--- src/rtl/ex_mem_result_stage_pkg.sv ---
// rtl/ex_mem_result_stage_pkg.sv - shared constants and types for the EX/MEM result stage
//
// Purpose: opcode encodings, flag-update classes and FSM state encoding used by
//          ex_mem_result_stage and ex_mem_result_stage_flag_reg.
package ex_mem_result_stage_pkg;

    localparam int DW  = 16;
    localparam int RW  = 4;
    localparam int OPW = 4;

    localparam logic [OPW-1:0] OP_ADD    = 4'h0;
    localparam logic [OPW-1:0] OP_SUB    = 4'h1;
    localparam logic [OPW-1:0] OP_XOR    = 4'h2;
    localparam logic [OPW-1:0] OP_RED    = 4'h3;
    localparam logic [OPW-1:0] OP_SLL    = 4'h4;
    localparam logic [OPW-1:0] OP_SRA    = 4'h5;
    localparam logic [OPW-1:0] OP_ROR    = 4'h6;
    localparam logic [OPW-1:0] OP_PADDSB = 4'h7;
    localparam logic [OPW-1:0] OP_LW     = 4'h8;
    localparam logic [OPW-1:0] OP_SW     = 4'h9;
    localparam logic [OPW-1:0] OP_HLT    = 4'hF;

    typedef enum logic [1:0] {
        FL_NONE = 2'd0,
        FL_Z    = 2'd1,
        FL_NZV  = 2'd2
    } flag_class_e;

    typedef enum logic {
        ST_RUN    = 1'b0,
        ST_HALTED = 1'b1
    } state_e;

    // Which flags an accepted instruction is allowed to write.
    function automatic flag_class_e flag_class(input logic [OPW-1:0] op);
        case (op)
            OP_ADD, OP_SUB:                 flag_class = FL_NZV;
            OP_XOR, OP_SLL, OP_SRA, OP_ROR: flag_class = FL_Z;
            default:                        flag_class = FL_NONE;
        endcase
    endfunction

endpackage

--- src/rtl/ex_mem_result_stage_flag_reg.sv ---
// rtl/ex_mem_result_stage_flag_reg.sv - architectural N/Z/V flag register
//
// Purpose: holds N/Z/V; on en, writes the subset of flags selected by the
//          opcode's update class.
// Ports:   clk, rst (sync active-high), en (instruction accepted),
//          opcode, result (selected writeback value), ovfl (ADD/SUB saturation),
//          flag_n/flag_z/flag_v (registered flags).
module ex_mem_result_stage_flag_reg
    import ex_mem_result_stage_pkg::*;
(
    input  logic           clk,
    input  logic           rst,
    input  logic           en,
    input  logic [OPW-1:0] opcode,
    input  logic [DW-1:0]  result,
    input  logic           ovfl,
    output logic           flag_n,
    output logic           flag_z,
    output logic           flag_v
);

    logic n_q, n_d;
    logic z_q, z_d;
    logic v_q, v_d;
    flag_class_e cls;

    always_comb begin
        cls = flag_class(opcode);
        n_d = n_q;
        z_d = z_q;
        v_d = v_q;
        if (en) begin
            case (cls)
                FL_NZV: begin
                    n_d = result[DW-1];
                    z_d = (result == '0);
                    v_d = ovfl;
                end
                FL_Z:    z_d = (result == '0);
                default: ;
            endcase
        end
    end

    always_ff @(posedge clk) begin
        if (rst) begin
            n_q <= 1'b0;
            z_q <= 1'b0;
            v_q <= 1'b0;
        end else begin
            n_q <= n_d;
            z_q <= z_d;
            v_q <= v_d;
        end
    end

    assign flag_n = n_q;
    assign flag_z = z_q;
    assign flag_v = v_q;

endmodule

--- src/rtl/ex_mem_result_stage.sv ---
// rtl/ex_mem_result_stage.sv - EX/MEM boundary: result select, flags, pipeline latch, HLT FSM
//
// Purpose: selects the writeback result by opcode, updates N/Z/V, and registers
//          the EX/MEM latch honouring stall, flush and HLT.
// Ports:   clk, rst (sync active-high), stall, flush;
//          ex_* execute-stage results and control;
//          mem_* registered MEM-stage outputs; flag_n/z/v; halted.
module ex_mem_result_stage
    import ex_mem_result_stage_pkg::*;
(
    input  logic           clk,
    input  logic           rst,
    input  logic           stall,
    input  logic           flush,
    input  logic           ex_valid,
    input  logic [OPW-1:0] ex_opcode,
    input  logic [DW-1:0]  ex_alu_result,
    input  logic           ex_alu_ovfl,
    input  logic [DW-1:0]  ex_red_result,
    input  logic [DW-1:0]  ex_paddsb_result,
    input  logic [DW-1:0]  ex_store_data,
    input  logic [RW-1:0]  ex_rd,
    input  logic           ex_regwrite,
    input  logic           ex_memread,
    input  logic           ex_memwrite,
    output logic           mem_valid,
    output logic [DW-1:0]  mem_result,
    output logic [DW-1:0]  mem_store_data,
    output logic [RW-1:0]  mem_rd,
    output logic           mem_regwrite,
    output logic           mem_memread,
    output logic           mem_memwrite,
    output logic           mem_halt,
    output logic           flag_n,
    output logic           flag_z,
    output logic           flag_v,
    output logic           halted
);

    state_e         state_q, state_d;
    logic           valid_q, valid_d;
    logic [DW-1:0]  result_q, result_d;
    logic [DW-1:0]  store_q, store_d;
    logic [RW-1:0]  rd_q, rd_d;
    logic           regwrite_q, regwrite_d;
    logic           memread_q, memread_d;
    logic           memwrite_q, memwrite_d;
    logic           halt_q, halt_d;

    logic [DW-1:0]  sel_result;
    logic           accept;
    logic           is_hlt;
    logic           unused_red_hi;

    // The reduction adder never exceeds 120, so its upper bits carry no information.
    assign unused_red_hi = ^ex_red_result[DW-1:7];

    always_comb begin
        case (ex_opcode)
            OP_RED:    sel_result = {{(DW-7){1'b0}}, ex_red_result[6:0]};
            OP_PADDSB: sel_result = ex_paddsb_result;
            default:   sel_result = ex_alu_result;
        endcase
    end

    assign accept = ex_valid & ~stall & ~flush & (state_q == ST_RUN);
    assign is_hlt = (ex_opcode == OP_HLT);

    always_comb begin
        state_d    = state_q;
        valid_d    = valid_q;
        result_d   = result_q;
        store_d    = store_q;
        rd_d       = rd_q;
        regwrite_d = regwrite_q;
        memread_d  = memread_q;
        memwrite_d = memwrite_q;
        halt_d     = halt_q;

        if (accept) begin
            valid_d    = 1'b1;
            result_d   = sel_result;
            store_d    = ex_store_data;
            rd_d       = ex_rd;
            // HLT carries no side effects into MEM besides the halt marker.
            regwrite_d = ex_regwrite & ~is_hlt;
            memread_d  = ex_memread  & ~is_hlt;
            memwrite_d = ex_memwrite & ~is_hlt;
            halt_d     = is_hlt;
            if (is_hlt) begin
                state_d = ST_HALTED;
            end
        end else if (flush || !stall) begin
            // Bubble: flush, empty EX, or halted. Data fields keep their last value.
            valid_d    = 1'b0;
            regwrite_d = 1'b0;
            memread_d  = 1'b0;
            memwrite_d = 1'b0;
            halt_d     = 1'b0;
        end
    end

    always_ff @(posedge clk) begin
        if (rst) begin
            state_q    <= ST_RUN;
            valid_q    <= 1'b0;
            result_q   <= '0;
            store_q    <= '0;
            rd_q       <= '0;
            regwrite_q <= 1'b0;
            memread_q  <= 1'b0;
            memwrite_q <= 1'b0;
            halt_q     <= 1'b0;
        end else begin
            state_q    <= state_d;
            valid_q    <= valid_d;
            result_q   <= result_d;
            store_q    <= store_d;
            rd_q       <= rd_d;
            regwrite_q <= regwrite_d;
            memread_q  <= memread_d;
            memwrite_q <= memwrite_d;
            halt_q     <= halt_d;
        end
    end

    ex_mem_result_stage_flag_reg u_flag_reg (
        .clk    (clk),
        .rst    (rst),
        .en     (accept),
        .opcode (ex_opcode),
        .result (sel_result),
        .ovfl   (ex_alu_ovfl),
        .flag_n (flag_n),
        .flag_z (flag_z),
        .flag_v (flag_v)
    );

    assign mem_valid      = valid_q;
    assign mem_result     = result_q;
    assign mem_store_data = store_q;
    assign mem_rd         = rd_q;
    assign mem_regwrite   = regwrite_q;
    assign mem_memread    = memread_q;
    assign mem_memwrite   = memwrite_q;
    assign mem_halt       = halt_q;
    assign halted         = (state_q == ST_HALTED);

endmodule

--- config.mk ---
export PLATFORM = sky130hd
export DESIGN_NAME = ex_mem_result_stage
export DESIGN_NICKNAME = d
export VERILOG_FILES = /design/src/rtl/ex_mem_result_stage_pkg.sv /design/src/rtl/ex_mem_result_stage_flag_reg.sv /design/src/rtl/ex_mem_result_stage.sv
export SDC_FILE = /design/constraint.sdc
export NUM_CORES = 1
export LEC_CHECK = 0
export ABC_AREA = 1
export CAP_MARGIN = 5
export CORE_MARGIN = 2
export CORE_UTILIZATION = 36
export DETAILED_ROUTE_END_ITERATION = 10
export PLACE_DENSITY = 0.79
export SLEW_MARGIN = 20
export SYNTH_ARGS = -nofsm -noshare
export SYNTH_HDL_FRONTEND = slang
export SYNTH_SLANG_ARGS = --single-unit
export TNS_END_PERCENT = 100
--- constraint.sdc ---
create_clock -name clk -period 1.9 [get_ports clk]
set_clock_uncertainty 0.1 [all_clocks]
set_input_delay 0.19 -clock clk [delete_from_list [all_inputs] [get_ports clk]]
set_output_delay 0.19 -clock clk [all_outputs]
set_load 0.005 [all_outputs]
==> impl_metrics.json, run 1 <==
{
  "grt_overflow": 0,
  "wl_per_cell_um": 11.71,
  "min_to": "u_flag_reg.flag_v",
  "regArea_um2": 900.9,
  "worst-path-max-fanout": 5,
  "cts_num_sinks": 45,
  "multi_input_area_um2": 939.7,
  "hold_violations": 0,
  "antenna_cells": 0,
  "min_period_ps": 1695,
  "final_cells": 498,
  "use_met1_pct": 22.88,
  "gp_congestion": 0.9300,
  "drive_gt1_share_pct": 8.216,
  "drtPass1Iterations": 4,
  "place_hpwl_um": 4500,
  "placementRows": 27,
  "slowest_delay_ps": 490,
  "syn-num-nets": 378,
  "powerDensity_nw_per_um2": 624.2,
  "leakagePower_nw": 1.512,
  "outcome": "finished, final reports clean",
  "antenna_found_initial": 0,
  "cts_made_buffers": 5,
  "worstPathCellList": "clkdlybuf4s50_1, nand2_2, o211ai_1, ha_1, inv_1, nand3_1, nor2_1, nand3_1, nor2_1, nand2_1, a21oi_2",
  "via_per_inst": 4.578,
  "drt_iter0_drc": 71,
  "ctsLongestPathBuffers": 2,
  "rsz0062_at_grt": "false",
  "drv_cap": 0,
  "clock.fmax_mhz": 589.9,
  "worstRegToRegCells": 7,
  "dieWidth_um": 78.46,
  "critPathLaunchType": "primary input",
  "postCtsSetupBuffers": 0,
  "rr_startpoint": "halted",
  "port_buffers": 116,
  "synthCells": 296,
  "hold_start": "ex_alu_ovfl",
  "grt_util_met2_pct": 34.40,
  "fin_hold_ws_ps": 355.8,
  "htree_levels": 2,
  "root_buffer": "clkbuf_8",
  "fp.dieArea_um2": 6155,
  "cts_tree": "built",
  "postCtsHoldBufs": 0,
  "yosys_warnings": 0,
  "place_inst": 490,
  "vias": 2280,
  "ir_worst_vdd_v": 0.0005574,
  "nets": 507,
  "worstPathArrival_ps": 1830,
  "slew_headroom_pct": 74.64,
  "tightest_slew_ps": 377.5,
  "synth_seq_area_share_pct": 45.14,
  "boundaryPins": 126,
  "drc": 0,
  "grt_usage_pct": 19.62,
  "clk_latency_ps": 290,
  "globalRouteMet3Util_pct": 6.207,
  "worstPathRequired_ps": 2030,
  "ys_types": 21,
  "critPathKind": "primary input to flip-flop",
  "setup_viol_count_final": 0,
  "wl_um": 5834,
  "grt_pass1_wl_um": 9901,
  "grt_pass1_vias": 2264,
  "ant_nets": 0,
  "endpoint_kind": "flip-flop",
  "slowest_stage": "clkdlybuf4s50_1",
  "synth_seq_cells": 45,
  "power_mw": 2.152,
  "r2r-end": "mem_result[4]",
  "syn_avg_cell_area_um2": 6.742,
  "fin_crit_sh_pct": 89.22,
  "die-height_um": 78.46,
  "holdPathStages": 3,
  "grt_max_degree": 32,
  "slew_violations": 0,
  "syn2layout_area_growth_pct": 72.79,
  "top_usage_layer": "met2",
  "fillers": 480,
  "cts_resized": 0,
  "synth_area_um2": 1996,
  "core_area_um2": 5439,
  "hold_path.class": "primary input to flip-flop",
  "final_util_pct": 63.40,
  "start_util_pct": 36.69,
  "clkTransAtPathRegs_ps": 80,
  "reg2reg_slack_ps": 410
}
-- cells in the mapped netlist (all sizes together) --
| cell type | number | share of area, % |
|---|---|---|
| nand2 | 64 | 12 |
| nor3 | 2 | 0.50 |
| dfxtp | 45 | 45 |
| inv | 24 | 4.5 |
| ha | 1 | 0.63 |
| clkbuf | 10 | 1.9 |
| nand3 | 14 | 3.8 |
| o211ai | 5 | 1.9 |
| o21ai | 34 | 8.5 |
| or2 | 2 | 0.63 |
| buf | 3 | 1.4 |
| nor2 | 80 | 16 |
| a21oi | 12 | 3.2 |
-- cell families (layout without fill, tap and decap cells) --
family          count (synthesis)  in the layout  synth area share [%]
buf+inv                        37            167                 7.774
compound gates                 51             51                 13.60
simple gates                  162            162                 32.85
fa+ha+maj                       1              1                0.6269
flops                          45             45                 45.14
-- registers in the layout, summed over array words and instances, names as in the netlist --
register,cells
mem_result,16
mem_store_data,16
mem_rd,4
halted,1
mem_halt,1
mem_memread,1
mem_memwrite,1
mem_regwrite,1
mem_valid,1
u_flag_reg.flag_n,1
u_flag_reg.flag_v,1
u_flag_reg.flag_z,1
-- layer usage --
layer	vias up	wire length, µm
met5	-	0
met4	0	95
met3	10	408
met2	80	2767
met1	1004	2562
li1	1186	-
-- how the worst max path moves through the flow --
stage                            start           endpoint  slack (ps)  depth (start not counted)
after floorplan                 halted     mem_result[11]         530                          7
after global placement    ex_opcode[1]  u_flag_reg.flag_z         -30                         11
after detailed placement  ex_opcode[1]  u_flag_reg.flag_z         -80                         11
after CTS                 ex_opcode[1]  u_flag_reg.flag_z         210                         11
after global routing      ex_opcode[1]  u_flag_reg.flag_z          50                         11
final                     ex_opcode[1]  u_flag_reg.flag_z         200                         11
-- worst max-delay path, delay by kind of cell --
kind	cells	cell delay (ps)
buf+inv	2	560
simple gates	6	560
fa+ha+maj	1	320
compound gates	2	210
-- layout by cell type, fill, tap and decap left out --
cell / instances
clkdlybuf4s50_1: 116
nor2_1: 78
nand2_1: 61
dfxtp_1: 45
o21ai_0: 34
inv_1: 23
buf_4: 18
nand3_1: 13
a21oi_1: 11
o211ai_1: 5
clkbuf_8: 5
nand2_2: 3
nor3_1: 2
inv_2: 1
nor2_2: 1
nand3_2: 1
nor2_4: 1
or2_2: 1
or2_1: 1
a21oi_2: 1
ha_1: 1
bufinv_16: 1
clkinv_4: 1
clkbuf_1: 1
buf_12: 1
-- cell type report --
type,instances,area share (%)
inverters,24,2.612
well taps,72,2.612
clock inverters,2,1.125
repair buffers,135,38.17
multi-input cells,214,27.25
clock buffers,6,2.104
flip-flops and latches,45,26.12
-- per-stage QoR --
| step | setup TNS [ps] | setup WS [ps] | cell area [µm²] |
|---|---|---|---|
| global placement | -32.07 | -32.07 | 3337 |
| CTS | 0 | 206.8 | 3448 |
| detailed placement | -84.63 | -84.63 | 3337 |
| finish | 0 | 204.9 | 3448 |
| floorplan | 0 | 534.5 | 1996 |
| global route | 0 | 49.41 | 3448 |
-- power breakdown --
group	leakage [nW]	switching (mW)	internal (mW)	total [mW]
Combinational	1.09	0.159	0.271	0.431
Sequential	0.367	0.0197	0.985	1.00
Clock	0.0554	0.322	0.395	0.717
Total	1.51	0.501	1.65	2.15
No activity file was read; power rests on OpenSTA's default activity.
==> run 2: changes to the inputs <==
--- a/config.mk
+++ b/config.mk
@@ -6,6 +6,7 @@
 export NUM_CORES = 1
 export LEC_CHECK = 0
 export ABC_AREA = 1
+export ABC_CLOCK_PERIOD_IN_PS = 1900
 export CAP_MARGIN = 5
 export CORE_MARGIN = 2
 export CORE_UTILIZATION = 36
==> results of run 2 <==
Same layout as run 1: the final DEF is identical, and so are final timing and power.
